--- config.mk ---
export PLATFORM = sky130hd
export DESIGN_NAME = serial_add_ctrl
export DESIGN_NICKNAME = d
export VERILOG_FILES = /design/src/rtl/serial_add_pkg.sv /design/src/rtl/fa_mux_cell.sv /design/src/rtl/serial_add_ctrl.sv
export SDC_FILE = /design/constraint.sdc
export NUM_CORES = 1
export LEC_CHECK = 0
export CORE_ASPECT_RATIO = 1.25
export CORE_MARGIN = 2
export CORE_UTILIZATION = 50
export CTS_CLUSTER_SIZE = 25
export DETAILED_ROUTE_END_ITERATION = 8
export PLACE_DENSITY = 0.79
export SYNTH_ARGS = -nofsm -noshare
export SYNTH_HDL_FRONTEND = slang
export SYNTH_SLANG_ARGS = --single-unit
--- constraint.sdc ---
create_clock -name clk -period 1.4 [get_ports clk]
set_input_delay 0.35 -clock clk [delete_from_list [all_inputs] [get_ports clk]]
set_output_delay 0.35 -clock clk [all_outputs]
set_load 0.05 [all_outputs]
--- src/rtl/serial_add_pkg.sv ---
// Shared definitions for the bit-serial adder controller:
// the FSM state encoding used by serial_add_ctrl.
package serial_add_pkg;

  typedef enum logic [1:0] {
    S_IDLE = 2'd0,
    S_RUN  = 2'd1,
    S_DONE = 2'd2
  } state_t;

endpackage : serial_add_pkg

--- src/rtl/fa_mux_cell.sv ---
// Combinational 1-bit full adder built from two 4:1 muxes.
// {i_a,i_b} select among data inputs derived from the carry-in:
//   sum   : 00->c, 01->~c, 10->~c, 11->c
//   carry : 00->0, 01->c,  10->c,  11->1
module fa_mux_cell (
  input  logic i_a,
  input  logic i_b,
  input  logic i_c,
  output logic o_s,
  output logic o_c
);

  logic [3:0] w_sum_data;
  logic [3:0] w_carry_data;
  logic [1:0] w_sel;

  // NOTE: pure continuous assigns; every output is fully defined, so no latch can form.
  assign w_sel        = {i_a, i_b};
  assign w_sum_data   = {i_c, ~i_c, ~i_c, i_c};
  assign w_carry_data = {1'b1, i_c, i_c, 1'b0};

  assign o_s = w_sum_data[w_sel];
  assign o_c = w_carry_data[w_sel];

endmodule : fa_mux_cell

--- src/rtl/serial_add_ctrl.sv ---
// Bit-serial adder controller: one fa_mux_cell time-shared across WIDTH-bit
// operands, LSB first, one bit per clock, with a carry flop between bits.
// start/busy/done handshake; start -> done latency is WIDTH+1 cycles.
// Optional feature macro SERIAL_ADD_SUB_EN: adds a 'sub' input; when set on
// the accepted start the B stream is inverted and the carry preset to 1,
// giving a-b mod 2^WIDTH with cout=1 meaning no borrow.
module serial_add_ctrl #(
  parameter int WIDTH = 8
) (
  input  logic             clk,
  input  logic             rst,
  input  logic             start,
  input  logic [WIDTH-1:0] a,
  input  logic [WIDTH-1:0] b,
  input  logic             cin,
`ifdef SERIAL_ADD_SUB_EN
  input  logic             sub,
`endif
  output logic             busy,
  output logic             done,
  output logic [WIDTH-1:0] sum,
  output logic             cout
);

  import serial_add_pkg::*;

  // Counter width is derived from WIDTH and is not meant to be overridden.
  localparam int CNT_W = $clog2(WIDTH) + 1;

  state_t             r_state;
  logic [WIDTH-1:0]   r_a_sh;
  logic [WIDTH-1:0]   r_b_sh;
  logic               r_carry;
  logic [CNT_W-1:0]   r_cnt;
  logic [WIDTH-1:0]   r_sum;
  logic               r_cout;
  logic               r_busy;
  logic               r_done;

  logic               w_b_bit;
  logic               w_carry_ld;
  logic               w_s;
  logic               w_c;
  logic               w_last;

  assign w_last = (r_cnt == CNT_W'(WIDTH - 1));

`ifdef SERIAL_ADD_SUB_EN
  logic r_sub;

  // Subtract mode: invert B bit-by-bit as it streams and preset the carry.
  assign w_b_bit    = r_b_sh[0] ^ r_sub;
  assign w_carry_ld = sub ? 1'b1 : cin;

  // Capture the operation mode together with the operands on an accepted start.
  always_ff @(posedge clk or posedge rst) begin
    if (rst) begin
      r_sub <= 1'b0;
    end else if (start && (r_state == S_IDLE || r_state == S_DONE)) begin
      r_sub <= sub;
    end
  end
`else
  assign w_b_bit    = r_b_sh[0];
  assign w_carry_ld = cin;
`endif

  fa_mux_cell u_fa (
    .i_a (r_a_sh[0]),
    .i_b (w_b_bit),
    .i_c (r_carry),
    .o_s (w_s),
    .o_c (w_c)
  );

  // Sequencer: FSM, operand shift registers, carry flop, bit counter and
  // registered handshake outputs, all advanced together.
  always_ff @(posedge clk or posedge rst) begin
    if (rst) begin
      r_state <= S_IDLE;
      r_a_sh  <= '0;
      r_b_sh  <= '0;
      r_carry <= 1'b0;
      r_cnt   <= '0;
      r_sum   <= '0;
      r_cout  <= 1'b0;
      r_busy  <= 1'b0;
      r_done  <= 1'b0;
    end else begin
      // NOTE: non-blocking throughout, so every register sees pre-edge values of the others.
      case (r_state)
        S_IDLE, S_DONE: begin
          r_done <= 1'b0;
          if (start) begin
            r_a_sh  <= a;
            r_b_sh  <= b;
            r_carry <= w_carry_ld;
            r_cnt   <= '0;
            r_sum   <= '0;
            r_cout  <= 1'b0;
            r_busy  <= 1'b1;
            r_state <= S_RUN;
          end else begin
            r_state <= S_IDLE;
          end
        end

        S_RUN: begin
          r_sum   <= {w_s, r_sum[WIDTH-1:1]};
          r_carry <= w_c;
          r_a_sh  <= {1'b0, r_a_sh[WIDTH-1:1]};
          r_b_sh  <= {1'b0, r_b_sh[WIDTH-1:1]};
          r_cnt   <= r_cnt + CNT_W'(1);
          if (w_last) begin
            r_cout  <= w_c;
            r_busy  <= 1'b0;
            r_done  <= 1'b1;
            r_state <= S_DONE;
          end
        end

        default: begin
          r_busy  <= 1'b0;
          r_done  <= 1'b0;
          r_state <= S_IDLE;
        end
      endcase
    end
  end

  assign busy = r_busy;
  assign done = r_done;
  assign sum  = r_sum;
  assign cout = r_cout;

endmodule : serial_add_ctrl

# == Word level (Yosys, flattened, before mapping) ==
# Index checks and enable logic that the tools add are counted.
# classes
add_sub_neg,1
order_cmp,1
n_eq_ne,5
muxes,25
n_bitwise,1
n_reduce_logical,6
# op_table
cell,count
8-bit one-hot mux with 2 select lines,3
8-bit 2-to-1 mux,3
1-bit 2-to-1 mux,10
4-bit one-hot mux with 2 select lines,1
1-bit one-hot mux with 2 select lines,3
4-bit by 1-bit adder with 4-bit output (second input constant),1
1-bit binary-select mux with 2-bit select,2
4-bit by 3-bit equality test with 1-bit output (second input constant),1
4-bit 2-to-1 mux,1
2-bit inequality test (second input constant),2
2-bit one-hot mux with 2 select lines,1
2-bit AND reduction,2
2-bit by 3-bit less-than comparator with 1-bit output (second input constant),1
3-bit AND reduction,1
2-bit by 1-bit equality test with 1-bit output (second input constant),1
2-bit equality test (second input constant),1
2-bit zero test,1
2-bit 2-to-1 mux,1
2-bit nonzero test,1
2-bit OR reduction,1
1-bit inverter,1
# word_totals
regBits,34
in_bits,20
out_inout_bits,11
elab_cells,48

# == Depth between registers and ports, before layout ==
# logic_depth
word_depth,4
mapped_depth,5
ltp_nobuf,5

# == Cells and area by module ==
# Synthesis repeated with hierarchy kept, for this count alone.
# hier_totals
cells_unflattened,109
area_unflattened_um2,1435.1
# modules_own_cells
mod,instances,cells_per_inst,area_each_um2,seq_area_each_um2
serial_add_ctrl,1,102,1385.1,825.8
fa_mux_cell,1,7,50.0,0.0

# == Worst setup path before layout ==
# No wires, ideal clock.
# synth_path
path_kind,register to register
from,"register, netlist name done"
to,register r_a_sh[1]
setup_ns,0.118
arrival_time_ns,1.409
required_time_ns,1.282
setup_slack_ns,-0.127
path_stages_with_launch,5
n_path_buf,1
period_less_slack_ns,1.527
cell_sequence,dfrtp_1 and2b_4 buf_4 a22o_2 a21o_1
# synth_lines
item,line,rtl
"end signal, assigned",serial_add_ctrl.sv:111,"r_a_sh <= {1'b0, r_a_sh[WIDTH-1:1]};"
"end, declared",serial_add_ctrl.sv:31,logic [WIDTH-1:0] r_a_sh;

# == Worst setup path after layout ==
# layout_path
from,register r_done (netlist: done)
to,output done
# layout_lines
item,line,rtl
"start, declared",serial_add_ctrl.sv:38,logic r_done;
"start signal, assigned",serial_add_ctrl.sv:88,r_done <= 1'b0;
"start signal, assigned",serial_add_ctrl.sv:93,r_done <= 1'b0;
"start signal, assigned",serial_add_ctrl.sv:117,r_done <= 1'b1;
"end, declared",serial_add_ctrl.sv:20,"output logic done,"
# No word-level cell between the ends.

==> run metrics <==
die height 64.68 µm; RSZ-0062 raised after global routing no; Worst EP required 1.05 ns; nature of the critical path startpoint register; switch share 38.87%; layout cell share with drive strength beyond 1 26.17%; fmax 732.7 MHz; Pleak 1.020 nW; commonest non-fill, non-tap cell in the layout dfrtp_1; Max clock buf depth 2; first-pass GRT wire length 5023 µm; combinational share of power 53.3%; Congestion Overflow GR 0; Area Overhead vs Synth 37.64%; clock latency on the worst-skew pair 0.32 ns; worst setup margin 0.03527 ns; Synth Net Count 133; Initial Utilization 51.44%; Seq/Total Area, Yosys 56.07%; Pre-antenna DRT Iters 4; Switch Pwr 0.001892 W; final WL 2895 µm; Pwr Density 2402 nW/µm²; status complete, no violations; setup TNS 0 ns; cell area after layout 2027 µm²; Pint 0.002976 W; Routability Congestion 0.7426; Slew @ Worst Pin 0.4762 ns; CP Cell Sequence buf_6 > buf_12; CP delay by family, top flip-flops; IO Port Bufs 30; Worst path max stage delay 0.42 ns; Clock transition at path regs 0.09 ns; Clk Tree Root Cell clkbuf_4; Final period util 97.48%; Max-Cap Viols 0; clk sink count 33; Antenna diodes 0; CTS tree built; Distinct cells, synth 27; drt initial violations 35; Core Region 2863 µm²; DP Area 1942 µm²; kind of critical path reg -> out; Hold WC Path Type in -> async; initial antenna violation count 0; Post-Synthesis Cell Area 1473 µm²; Final Hold Viols 0; number of standard cells after synthesis 110; CP max stage cell dfrtp_2; yosys warns 0; # DRC 0; most frequent cells in the layout dfrtp_1 (32), a22o_1 (20), clkdlybuf4s50_1 (19), a21o_1 (13), buf_12 (13); Avg Cell Area, Syn 13.39 µm²; CP Max Fanout 3; critical path endpoint category primary output; Yosys reg bits 33; CTS buffer count 5; dpl ws -0.3659 ns; number of global-route vias before repair 1107; post-detail-place hpwl 2042 µm; num ports 31; GRT Overall Usage 20.04%; final worst path period need 1.365 ns; Avg Vias per Cell 5.659; Max-slew headroom 68.22%; sequential share of power 36.1%; crit path DAT 1.01 ns; post-route ant nets 0; Setup Viol. Count Final 0; final net count 172; # hold bufs at CTS 0; htree depth 2; clock skew 0.003660 ns; clock group share of total power 10.6%; largest net degree at the start of global routing 34; max-slew violation count 0; Max VDD drop 0.001633 V; via count 1047; CP Buf/Inv Count 2; drt wl/cell 15.65 µm; Die X 52.54 µm; die area 3398 µm²; row cnt 22
==> per-layer routing <==
layer,share of wire (%),up-vias,wire (µm),global-route usage (%)
met1,42,530,1215,23.99
met3,3.5,7,102,4.839
met5,0,-,0,0
met4,1.8,0,51,7.692
met2,53,24,1526,34.06
li1,-,486,-,-
==> final timing paths <==
path / from / to / slack [ns] / cells after the start
setup / recovery: done$_DFFE_PP0P_ / done / 0.04 / 2
hold / removal: rst / r_b_sh[1]$_DFFE_PP0P_ / 0.36 / 3
setup reg to reg: done$_DFFE_PP0P_ / r_b_sh[0]$_DFFE_PP0P_ / 0.06 / 4
hold reg to reg: r_cnt[3]$_DFFE_PP0P_ / r_cnt[3]$_DFFE_PP0P_ / 0.47 / 1
max in group asynchronous: rst / done$_DFFE_PP0P_ / 0.86 / 3
min in group clk: r_cnt[3]$_DFFE_PP0P_ / r_cnt[3]$_DFFE_PP0P_ / 0.47 / 1
==> Yosys cell counts, drive strengths merged <==
library cell,count,area share (%)
mux2i,6,4.1
o21ai,1,0.34
xor2,1,0.59
nand4,1,0.43
dfrtp,33,56
nor2,2,1.0
clkinv,1,0.59
mux2,1,0.76
nand3b,2,1.0
nor3,1,0.68
and2b,1,0.68
or2b,1,0.51
nand2,4,1.0
inv,3,0.76
a22o,25,15
nor3b,1,0.85
buf,7,4.4
ha,3,2.5
nor2b,2,1.0
a21o,13,6.6
a221o,1,0.68
==> layout make-up <==
cell class | instances | area [µm²]
Clock buffer | 7 | 55.05
Fill cell | 214 | 835.8
Inverter | 4 | 20.02
Multi-Input combinational cell | 67 | 576.8
Sequential cell | 33 | 827.0
Tap cell | 36 | 45.04
Timing Repair Buffer | 38 | 503.0
==> state kept, by name, indices dropped and copies added (netlist names) <==
name     count
r_state      1
busy         1
cout         1
sum          8
r_b_sh       8
done         1
r_a_sh       8
r_carry      1
r_cnt        4
==> power by group through the flow <==
stage / logic (W) / registers [W] / clock network [W]
2_1_floorplan: 0.00127 / 0.00207 / 0
3_3_place_gp: 0.00245 / 0.00173 / 0
3_5_place_dp: 0.00255 / 0.00176 / 0
4_1_cts: 0.00257 / 0.00175 / 0.000538
5_1_grt: 0.00278 / 0.00181 / 0.000574
6_report: 0.00259 / 0.00176 / 0.000518
==> cells by family (layout without fill, tap and decap cells) <==
group | Yosys count | after routing | synth area share (%)
xor+xnor | 1 | 1 | 0.5948
compound gates | 40 | 40 | 22.94
simple gates | 15 | 16 | 7.222
mux | 7 | 7 | 4.843
buf+inv | 11 | 49 | 5.777
fa+ha+maj | 3 | 3 | 2.549
flops | 33 | 33 | 56.07
==> metrics by stage <==
stage          utilization, %  total power (W)  cells  hold WS [ns]
2_1_floorplan               -         0.003342    110        0.4361
3_3_place_gp            67.83         0.004179    176        0.4496
3_5_place_dp            67.83         0.004308    176        0.4659
4_1_cts                 69.89         0.004856    183        0.3609
5_1_grt                 70.80         0.005171    185        0.3795
6_report                70.80         0.004868    185        0.3586
==> worst register-to-register path, delay by kind of cell, from the launching register on <==
kind                   cells  cell delay [ns]
AO/OA/AOI/OAI              1             0.25
flip-flops                 1             0.42
buffers and inverters      1             0.19
AND/OR/NAND/NOR            2             0.36
==> timing repair <==
action | CTS | global route
pin swaps | 0 | 1
setup endpoints to repair | 2 | 27
gates resized for setup | 1 | 3
gates cloned | 0 | 1
setup buffers | 0 | 1
Power figures use the tool's default switching activity.
